===== config.mk =====
export PLATFORM = sky130hd
export DESIGN_NAME = fp_operand_stack
export DESIGN_NICKNAME = d
export VERILOG_FILES = /design/src/rtl/fp_stack_pkg.sv /design/src/rtl/fp_stack_ptr.sv /design/src/rtl/fp_operand_stack.sv
export SDC_FILE = /design/constraint.sdc
export NUM_CORES = 1
export LEC_CHECK = 0
export ABC_AREA = 1
export BUFFER_PORTS_ARGS = -buffer_cell sky130_fd_sc_hd__buf_2
export CORE_MARGIN = 3
export CORE_UTILIZATION = 50
export CTS_CLUSTER_DIAMETER = 40
export CTS_CLUSTER_SIZE = 40
export DETAILED_ROUTE_END_ITERATION = 6
export PLACE_DENSITY = 0.66
export SYNTH_ARGS = -nofsm -noshare
export SYNTH_HDL_FRONTEND = slang
export SYNTH_SLANG_ARGS = --single-unit

===== constraint.sdc =====
create_clock -name clk -period 4.5 [get_ports clk]
set_input_delay 1.35 -clock clk [delete_from_list [all_inputs] [get_ports clk]]
set_output_delay 1.35 -clock clk [all_outputs]
set_load 0.02 [all_outputs]

===== src/rtl/fp_stack_pkg.sv =====
// Shared definitions for the floating-point operand stack: default sizes
// and the per-cycle operation decode derived from push/pop/empty/full.
package fp_stack_pkg;

    localparam int DATA_WIDTH_DEF = 32;
    localparam int DEPTH_DEF      = 8;

    typedef enum logic [1:0] {
        OP_NONE    = 2'd0,
        OP_PUSH    = 2'd1,
        OP_POP     = 2'd2,
        OP_REPLACE = 2'd3
    } stack_op_t;

    // Push and pop together always replace (or bypass when empty).
    // A lone push is only accepted when not full, and a lone pop only when not empty.
    function automatic stack_op_t decode_op(input logic push,
                                            input logic pop,
                                            input logic empty,
                                            input logic full);
        stack_op_t op;
        op = OP_NONE;
        if (push && pop) begin
            op = OP_REPLACE;
        end else if (push && !full) begin
            op = OP_PUSH;
        end else if (pop && !empty) begin
            op = OP_POP;
        end
        return op;
    endfunction

endpackage


===== src/rtl/fp_stack_ptr.sv =====
// Up/down occupancy counter for the operand stack. Saturates at 0 and DEPTH;
// up and down together hold the count. full/empty are decoded from the count.
module fp_stack_ptr #(
    parameter int DEPTH = 8
) (
    input  logic                   clk,
    input  logic                   n_rst,
    input  logic                   up,
    input  logic                   down,
    output logic [$clog2(DEPTH):0] count,
    output logic                   full,
    output logic                   empty
);

    localparam int CW = $clog2(DEPTH) + 1;

    logic [CW-1:0] count_p1;

    // Occupancy register: step up or down, never past the ends.
    always_ff @(posedge clk or negedge n_rst) begin
        if (!n_rst) begin
            count_p1 <= '0;
        end else if (up && !down && (count_p1 != CW'(DEPTH))) begin
            count_p1 <= count_p1 + CW'(1);
        end else if (down && !up && (count_p1 != '0)) begin
            count_p1 <= count_p1 - CW'(1);
        end
    end

    assign count = count_p1;
    assign full  = (count_p1 == CW'(DEPTH));
    assign empty = (count_p1 == '0);

endmodule


===== src/rtl/fp_operand_stack.sv =====
// LIFO operand stack for the floating-point co-processor datapath.
// Popped words are returned registered one cycle after the request;
// top_data is a combinational peek of the current top entry.
// Optional sticky overflow/underflow flags with err_clr are built when the
// macro FP_STACK_ERR_FLAGS_EN is defined.
module fp_operand_stack
    import fp_stack_pkg::*;
#(
    parameter int DATA_WIDTH = DATA_WIDTH_DEF,
    parameter int DEPTH      = DEPTH_DEF
) (
    input  logic                   clk,
    input  logic                   n_rst,
    input  logic                   push,
    input  logic                   pop,
    input  logic [DATA_WIDTH-1:0]  push_data,
    output logic [DATA_WIDTH-1:0]  pop_data,
    output logic                   pop_valid,
    output logic [DATA_WIDTH-1:0]  top_data,
    output logic [$clog2(DEPTH):0] count,
    output logic                   full,
    output logic                   empty
`ifdef FP_STACK_ERR_FLAGS_EN
    ,
    input  logic                   err_clr,
    output logic                   overflow_err,
    output logic                   underflow_err
`endif
);

    localparam int AW = $clog2(DEPTH);
    localparam int CW = AW + 1;

    logic [DATA_WIDTH-1:0] mem [DEPTH];

    stack_op_t             op_p0;
    logic [AW-1:0]         wr_idx_p0;
    logic [AW-1:0]         top_idx_p0;
    logic [DATA_WIDTH-1:0] pop_data_p1;
    logic                  vld_p1;

    assign op_p0      = decode_op(push, pop, empty, full);
    // While not full, count itself addresses the next free slot.
    assign wr_idx_p0  = AW'(count);
    assign top_idx_p0 = AW'(count - CW'(1));

    fp_stack_ptr #(
        .DEPTH (DEPTH)
    ) u_ptr (
        .clk   (clk),
        .n_rst (n_rst),
        .up    (op_p0 == OP_PUSH),
        .down  (op_p0 == OP_POP),
        .count (count),
        .full  (full),
        .empty (empty)
    );

    // Storage writes: push fills the next slot, replace overwrites the top.
    always_ff @(posedge clk) begin
        if (op_p0 == OP_PUSH) begin
            mem[wr_idx_p0] <= push_data;
        end else if ((op_p0 == OP_REPLACE) && !empty) begin
            mem[top_idx_p0] <= push_data;
        end
    end

    // ---- stage p0 -> p1: registered pop result ----
    // Pop result register; an empty replace forwards push_data straight through.
    always_ff @(posedge clk or negedge n_rst) begin
        if (!n_rst) begin
            pop_data_p1 <= '0;
            vld_p1      <= 1'b0;
        end else begin
            vld_p1 <= 1'b0;
            case (op_p0)
                OP_POP: begin
                    pop_data_p1 <= mem[top_idx_p0];
                    vld_p1      <= 1'b1;
                end
                OP_REPLACE: begin
                    pop_data_p1 <= empty ? push_data : mem[top_idx_p0];
                    vld_p1      <= 1'b1;
                end
                default: begin
                    pop_data_p1 <= pop_data_p1;
                end
            endcase
        end
    end

    assign pop_data  = pop_data_p1;
    assign pop_valid = vld_p1;
    assign top_data  = empty ? '0 : mem[top_idx_p0];

`ifdef FP_STACK_ERR_FLAGS_EN
    logic overflow_ev;
    logic underflow_ev;

    assign overflow_ev  = push && !pop && full;
    assign underflow_ev = pop && !push && empty;

    // Sticky error flags; a new event in the clear cycle keeps the flag set.
    always_ff @(posedge clk or negedge n_rst) begin
        if (!n_rst) begin
            overflow_err  <= 1'b0;
            underflow_err <= 1'b0;
        end else begin
            if (overflow_ev) begin
                overflow_err <= 1'b1;
            end else if (err_clr) begin
                overflow_err <= 1'b0;
            end
            if (underflow_ev) begin
                underflow_err <= 1'b1;
            end else if (err_clr) begin
                underflow_err <= 1'b0;
            end
        end
    end
`endif

endmodule


# Word level (Yosys, flattened, before mapping)
# Memories as Yosys holds them, arrays and structs flattened.
# Index checks and enable logic that the tools add are counted.
[word_totals]
regBits = 37
ramBits = 256
in_bits = 36
out_inout_bits = 71
word_cells = 46
memories = 1
[classes]
n_addsub = 2
eq_ne = 5
muxes = 17
n_reduce_logical = 18
[mem_list]
columns = ["memory", "depth", "word_bits", "rd", "rd_clocked_by_memory_dff", "wr", "line_no", "source"]
rows = [
  ["mem", 8, 32, 1, 0, 1, "fp_operand_stack.sv:34", "logic [DATA_WIDTH-1:0] mem [DEPTH];"],
]
[op_table]
columns = ["cell", "count"]
rows = [
  ["32-bit 2-to-1 mux", 3],
  ["32-bit one-hot mux with 2 select lines", 1],
  ["32-bit OR reduction", 1],
  ["1-bit logical AND", 8],
  ["4-bit 2-to-1 mux", 2],
  ["1-bit 2-to-1 mux", 7],
  ["2-bit 2-to-1 mux", 3],
  ["4-bit by 1-bit adder with 4-bit output, second input constant", 1],
  ["2-bit equality test, second input constant", 2],
  ["4-bit equality test, second input constant", 1],
  ["1-bit logical NOT", 4],
  ["4-bit logical NOT", 1],
  ["4-bit != test, second input constant", 1],
  ["2-bit nonzero test", 2],
  ["4-bit nonzero test", 1],
  ["4-bit by 1-bit subtractor with 4-bit output, second input constant", 1],
  ["3-bit 2-to-1 mux", 1],
  ["2-bit by 1-bit equality test with 1-bit output, second input constant", 1],
  ["2-bit OR reduction", 1],
]

# Logic depth before layout (Yosys ltp)
[logic_depth]
word_depth = 13
ltp_mapped = 14
depth_no_buf = 9

# Cells and area by module
# From an unflattened synthesis, not the netlist that was laid out.
[hier_totals]
hier_cells = 1399
area_unflattened_um2 = 13364.1
[modules_own_cells]
columns = ["mod", "n_inst", "cells_each", "area_per_inst_um2", "seq_area_each_um2"]
rows = [
  ["fp_operand_stack", 1, 1355, 13022.5, 8513.2],
  ["fp_stack_ptr", 1, 44, 341.6, 100.1],
]

# Least setup slack after synthesis
# Ideal clock, no wire load.
[synth_path]
path_kind = "input to register"
from = "input push"
to = "memory mem[0][0] (netlist name), enable pin"
setup_ps = 421
t_arrival_ps = 3462
required_ps = 4079
slack_ps = 617
cell_stages = 6
n_path_buf = 0
cell_sequence = "nand2_1 > inv_1 > nand2_1 > o21ai_0 > nand2_1 > nor2_1"
[synth_via]
elab_chain_len = 10
word_cells_on_any_way = 15
classes_between = "2 x eq/ne; 9 x mux; 4 x reduce/logical"
[synth_lines]
columns = ["item", "line_no", "source"]
rows = [
  ["from (decl)", "fp_operand_stack.sv:14", "input logic push,"],
  ["1-bit logical AND", "fp_stack_pkg.sv:25", "end else if (push && !full) begin"],
  ["2-bit 2-to-1 mux", "fp_stack_pkg.sv:25", ""],
  ["2-bit 2-to-1 mux (*)", "fp_stack_pkg.sv:23", "if (push && pop) begin"],
  ["2-bit equality test", "fp_operand_stack.sv:63", "end else if ((op_p0 == OP_REPLACE) && !empty) begin"],
  ["1-bit logical AND", "fp_operand_stack.sv:63", ""],
  ["1-bit 2-to-1 mux", "fp_operand_stack.sv:63", ""],
  ["1-bit 2-to-1 mux", "fp_operand_stack.sv:61", "if (op_p0 == OP_PUSH) begin"],
  ["1-bit 2-to-1 mux (implied by the code)", "fp_operand_stack.sv:64", "mem[top_idx_p0] <= push_data;"],
  ["32-bit OR reduction (no source line)", "--", ""],
  ["3-bit 2-to-1 mux (no source line) / 1-bit 2-to-1 mux (equally long branches)", "--", ""],
  ["to (decl)", "fp_operand_stack.sv:34", ""],
]
# Every way passes the cells marked *; elsewhere a longest branch is shown, timed or not.

# Worst setup path after layout
[layout_path]
from = "register u_ptr.count_p1[0] (netlist: u_ptr.count[0])"
to = "output top_data[29]"
[layout_via]
elab_chain_len = 3
word_cells_on_any_way = 4
classes_between = "1 x add/sub; 1 x mux; 1 x reduce/logical; 1 x memory"
[layout_lines]
columns = ["item", "line_no", "source"]
rows = [
  ["from (decl)", "fp_stack_ptr.sv:17", "logic [CW-1:0] count_p1;"],
  ["from (signal assigned)", "fp_stack_ptr.sv:24", "count_p1 <= count_p1 + CW'(1);"],
  ["from (signal assigned)", "fp_stack_ptr.sv:26", "count_p1 <= count_p1 - CW'(1);"],
  ["4-bit by 1-bit subtractor with 4-bit output", "--", ""],
  ["memory 8 x 32 bit", "--", ""],
  ["32-bit 2-to-1 mux (*)", "fp_operand_stack.sv:94", "assign top_data = empty ? '0 : mem[top_idx_p0];"],
  ["to (decl)", "fp_operand_stack.sv:19", "output logic [DATA_WIDTH-1:0] top_data,"],
]
# Marks and branches as above.

==> results.sh <==
export IMPL_leading_area_contributor_after_synthesis="edfxtp_1"
export IMPL_start_kind="flop"
export IMPL_clkTransAtPathRegs_ns=0.06
export IMPL_ff_latch_area_sq_um=8617
export IMPL_crit_slowest_cell="buf_4"
export IMPL_hold_path_depth=2
export IMPL_cts_tree="done"
export IMPL_leakage_nw=7.271
export IMPL_detail_route_wl_per_cell_um=17.68
export IMPL_timing_clock_skew_ns=0.02152
export IMPL_crit_buf_inv=4
export IMPL_worst_hold_path_endpoint="pop_data[28]$_DFFE_PN0P_"
export IMPL_cp_common_cell="nand3_1"
export IMPL_placementRows=58
export IMPL_p_switching_mw=5.674
export IMPL_synth_top_area_share_pct=58.11
export IMPL_avgViaCountPerCell=5.150
export IMPL_finish_net_count=1535
export IMPL_final_common_cell="nand2_1"
export IMPL_layout_common_cells="nand2_1 (459), inv_1 (269), edfxtp_1 (256), nand3_1 (193), buf_2 (106)"
export IMPL_regToRegSetupSlack_ns=1.35
export IMPL_grt_usage_pct=23.27
export IMPL_ant_nets=0
export IMPL_final_period_utilization_pct=93.65
export IMPL_maximum_number_of_pins_on_one_net_before_global_route_repair=73
export IMPL_drv_cap=0
export IMPL_postSynthNetCount=1427
export IMPL_setup_viol_count_final=0
export IMPL_worst_r2r_startpoint="u_ptr.count[0]$_DFFE_PN0P_"
export IMPL_finalHoldViolCount=0
export IMPL_dp_hpwl_mm=19.32
export IMPL_fillCellCount=2147
export IMPL_power_frac_clock_pct=23.4
export IMPL_cp_arrival_ns=2.86
export IMPL_antenna_diode_count=0
export IMPL_post_cts_buffers=0
export IMPL_hold_path_class="flop to flop"
export IMPL_internal_power_mw=7.139
export IMPL_cts_sinks=293
export IMPL_post_synth_num_cell_types=23
export IMPL_worst_hold_startpoint="pop_data[28]$_DFFE_PN0P_"
export IMPL_area_growth_synth_to_final_pct=16.92
export IMPL_clk_latency_worst_skew_pair_ns=0.51
export IMPL_cts_path_max_buffers=3
export IMPL_grt_first_pass_wirelength_mm=51.87
export IMPL_layout_min_cycle_time_ns=4.214
export IMPL_crit_chain="clkinv_2 -> buf_4 -> buf_6 -> nand2_1 -> nand3_1 -> nand3_1 -> nand2_2 -> nor2_1 -> buf_2"
export IMPL_route_final_wire_length_mm=32.75
export IMPL_critPathTopFamily="buffers and inverters"
export IMPL_timing_rr_end="mem[0][22]$_DFFE_PP_"
export IMPL_grt_pass1_vias=9383
export IMPL_dr_pass1_iters=5
export IMPL_h_tree_depth=2
export IMPL_end_kind="output pin"
export IMPL_final_util_pct=60.38
export IMPL_synth_warnings=0
export IMPL_numCtsBuffers=37
export IMPL_critPathKind="flop to output pin"
export IMPL_port_buffers=106
export IMPL_p_per_cell_area_nw_per_um2=828.4
export IMPL_post_route_cells_drive_above_1_share_pct=15.11
export IMPL_seq_power_share_pct=28.6
export IMPL_floorplan_core_area_sq_um=25620
export IMPL_die_w_um=168.7
export IMPL_cpPeakStageDelay_ns=0.56
export IMPL_rr_worst_depth=6
export IMPL_post_synth_cell_area_avg_sq_um=9.524
export IMPL_final_max_slew_violation_count=0
export IMPL_dieArea_sq_um=28450
export IMPL_setup_tns_final_ns=0
export IMPL_post_synth_instance_area_sq_um=13230
export IMPL_antenna_found_initial=0
export IMPL_pwr_share_comb_pct=48.0
export IMPL_worst_ir_drop_vdd_uv=591.0
export IMPL_number_of_cells_produced_by_synthesis=1389
export IMPL_initial_cell_density_of_the_core_pct=51.64
export IMPL_rsz0062_at_grt="no"
export IMPL_dieHeight_um=168.7
export IMPL_relSlewSlack_pct=34.81
export IMPL_multi_input_area_sq_um=3347
export IMPL_num_vias=9537
export IMPL_io_pins=107
export IMPL_cts_root_buf="clkbuf_16"
export IMPL_detailedRoute_firstIterationViolations=757
export IMPL_synth_seq_area_share_pct=65.11
export IMPL_postSynthRegisterBits=293
export IMPL_required_time_of_the_critical_path_ns=3.15
export IMPL_drc_errors=0
export IMPL_gr_total_overflow=0
export IMPL_place_congestion=0.8490
export IMPL_cts_hold_fix_buffers=0
export IMPL_critical_path_max_fanout=70
export IMPL_power_share_switching_pct=44.28
export IMPL_max_freq_ghz=0.2373
export IMPL_outcome="complete, no violations"
export IMPL_netlist_top_cells_area="edfxtp_1 (58%), nand2_1 (13%), inv_1 (7.7%)"
export IMPL_worstMarginPinSlew_ns=0.9764
-- synth_stat cells --
cell and number:
buf_1 1, buf_2 28, buf_4 3, buf_6 4, clkbuf_1 24, clkbuf_8 2, dfrtp_1 37, dlymetal6s2s_1 1
edfxtp_1 256, ha_1 2, inv_1 270, inv_2 3, nand2_1 459, nand2_2 10, nand3_1 193, nand3_2 10
nand4_1 1, nor2_1 72, nor2_2 1, o21ai_0 6, xnor2_1 1, xor2_1 4, xor2_2 1
-- layer usage --
metal / GRT usage, % / part of all wire (%)
met5: 0 / 0
met4: 7.755 / 3.2
met3: 4.227 / 7.6
met2: 38.24 / 48
met1: 31.59 / 42
-- worst reg2reg max path: stages, from the launching register on --
cell and delay, ns:
dfrtp_4 0.41, buf_4 0.55, buf_6 0.57, xor2_1 0.20, nand2_1 0.24, nor2_4 0.61, buf_12 0.26
-- cell type report --
cell class / instances / area share (%)
Clock buffer: 40 / 6.059
Clock inverter: 24 / 1.982
Inverter: 273 / 6.633
Multi-Input combinational cell: 760 / 21.64
Sequential cell: 293 / 55.71
Tap cell: 330 / 2.669
Timing Repair Buffer: 132 / 5.307
-- flip-flops by register name, summed over array words and instances, names as in the netlist --
register     count
mem            256
pop_data        32
u_ptr.count      4
pop_valid        1
-- stage by stage --
step | worst slack, ns | cells | hold slack, ns | area, sq um | total power [mW]
3_5_place_dp | 0.5906 | 1788 | 0.4592 | 14200 | 9.851
3_3_place_gp | 0.6124 | 1788 | 0.4577 | 14200 | 9.792
6_report | 0.2858 | 1852 | 0.4704 | 15470 | 12.81
2_1_floorplan | 0.6167 | 1389 | 0.5891 | 13230 | 7.889
5_1_grt | 0.09677 | 1852 | 0.5016 | 15470 | 13.65
4_1_cts | 0.04700 | 1852 | 0.4744 | 15450 | 12.88
-- power by group through the flow --
| stage | Clock, mW | Sequential [mW] | Combinational, mW |
|---|---|---|---|
| after floorplan | 0 | 3.91 | 3.98 |
| after global placement | 0 | 3.71 | 6.09 |
| after detailed placement | 0 | 3.72 | 6.13 |
| after CTS | 3.04 | 3.67 | 6.18 |
| after global routing | 3.15 | 3.71 | 6.79 |
| final | 3.00 | 3.67 | 6.14 |
-- worst max-delay path by stage --
stage	end	slack, ns	from	cells after the start
after floorplan	mem[0][0]$_DFFE_PP_	0.62	push	6
after global placement	top_data[20]	0.61	u_ptr.count[1]$_DFFE_PN0P_	8
after detailed placement	top_data[14]	0.59	u_ptr.count[1]$_DFFE_PN0P_	8
after CTS	top_data[15]	0.05	u_ptr.count[1]$_DFFE_PN0P_	8
after global routing	top_data[24]	0.1	u_ptr.count[0]$_DFFE_PN0P_	9
final	top_data[29]	0.29	u_ptr.count[0]$_DFFE_PN0P_	9
-- cell families (layout without fill, tap and decap cells) --
kind of cell	after synthesis	count (layout)	share of synthesized area, %
AOI/OAI and AO/OA	6	6	0.2270
xor gates and xnor gates	6	6	0.4540
adders and majority gates	2	2	0.1891
buffers and inverters	336	469	10.33
DFF	293	293	65.11
and+or+nand+nor	746	746	23.69
-- repair_timing --
item,4_1_cts,5_1_grt
resized for setup,0,3
setup endpoints to repair,0,30
endpoints found under the hold margin,0,0
(Power assumes the default switching activity.)
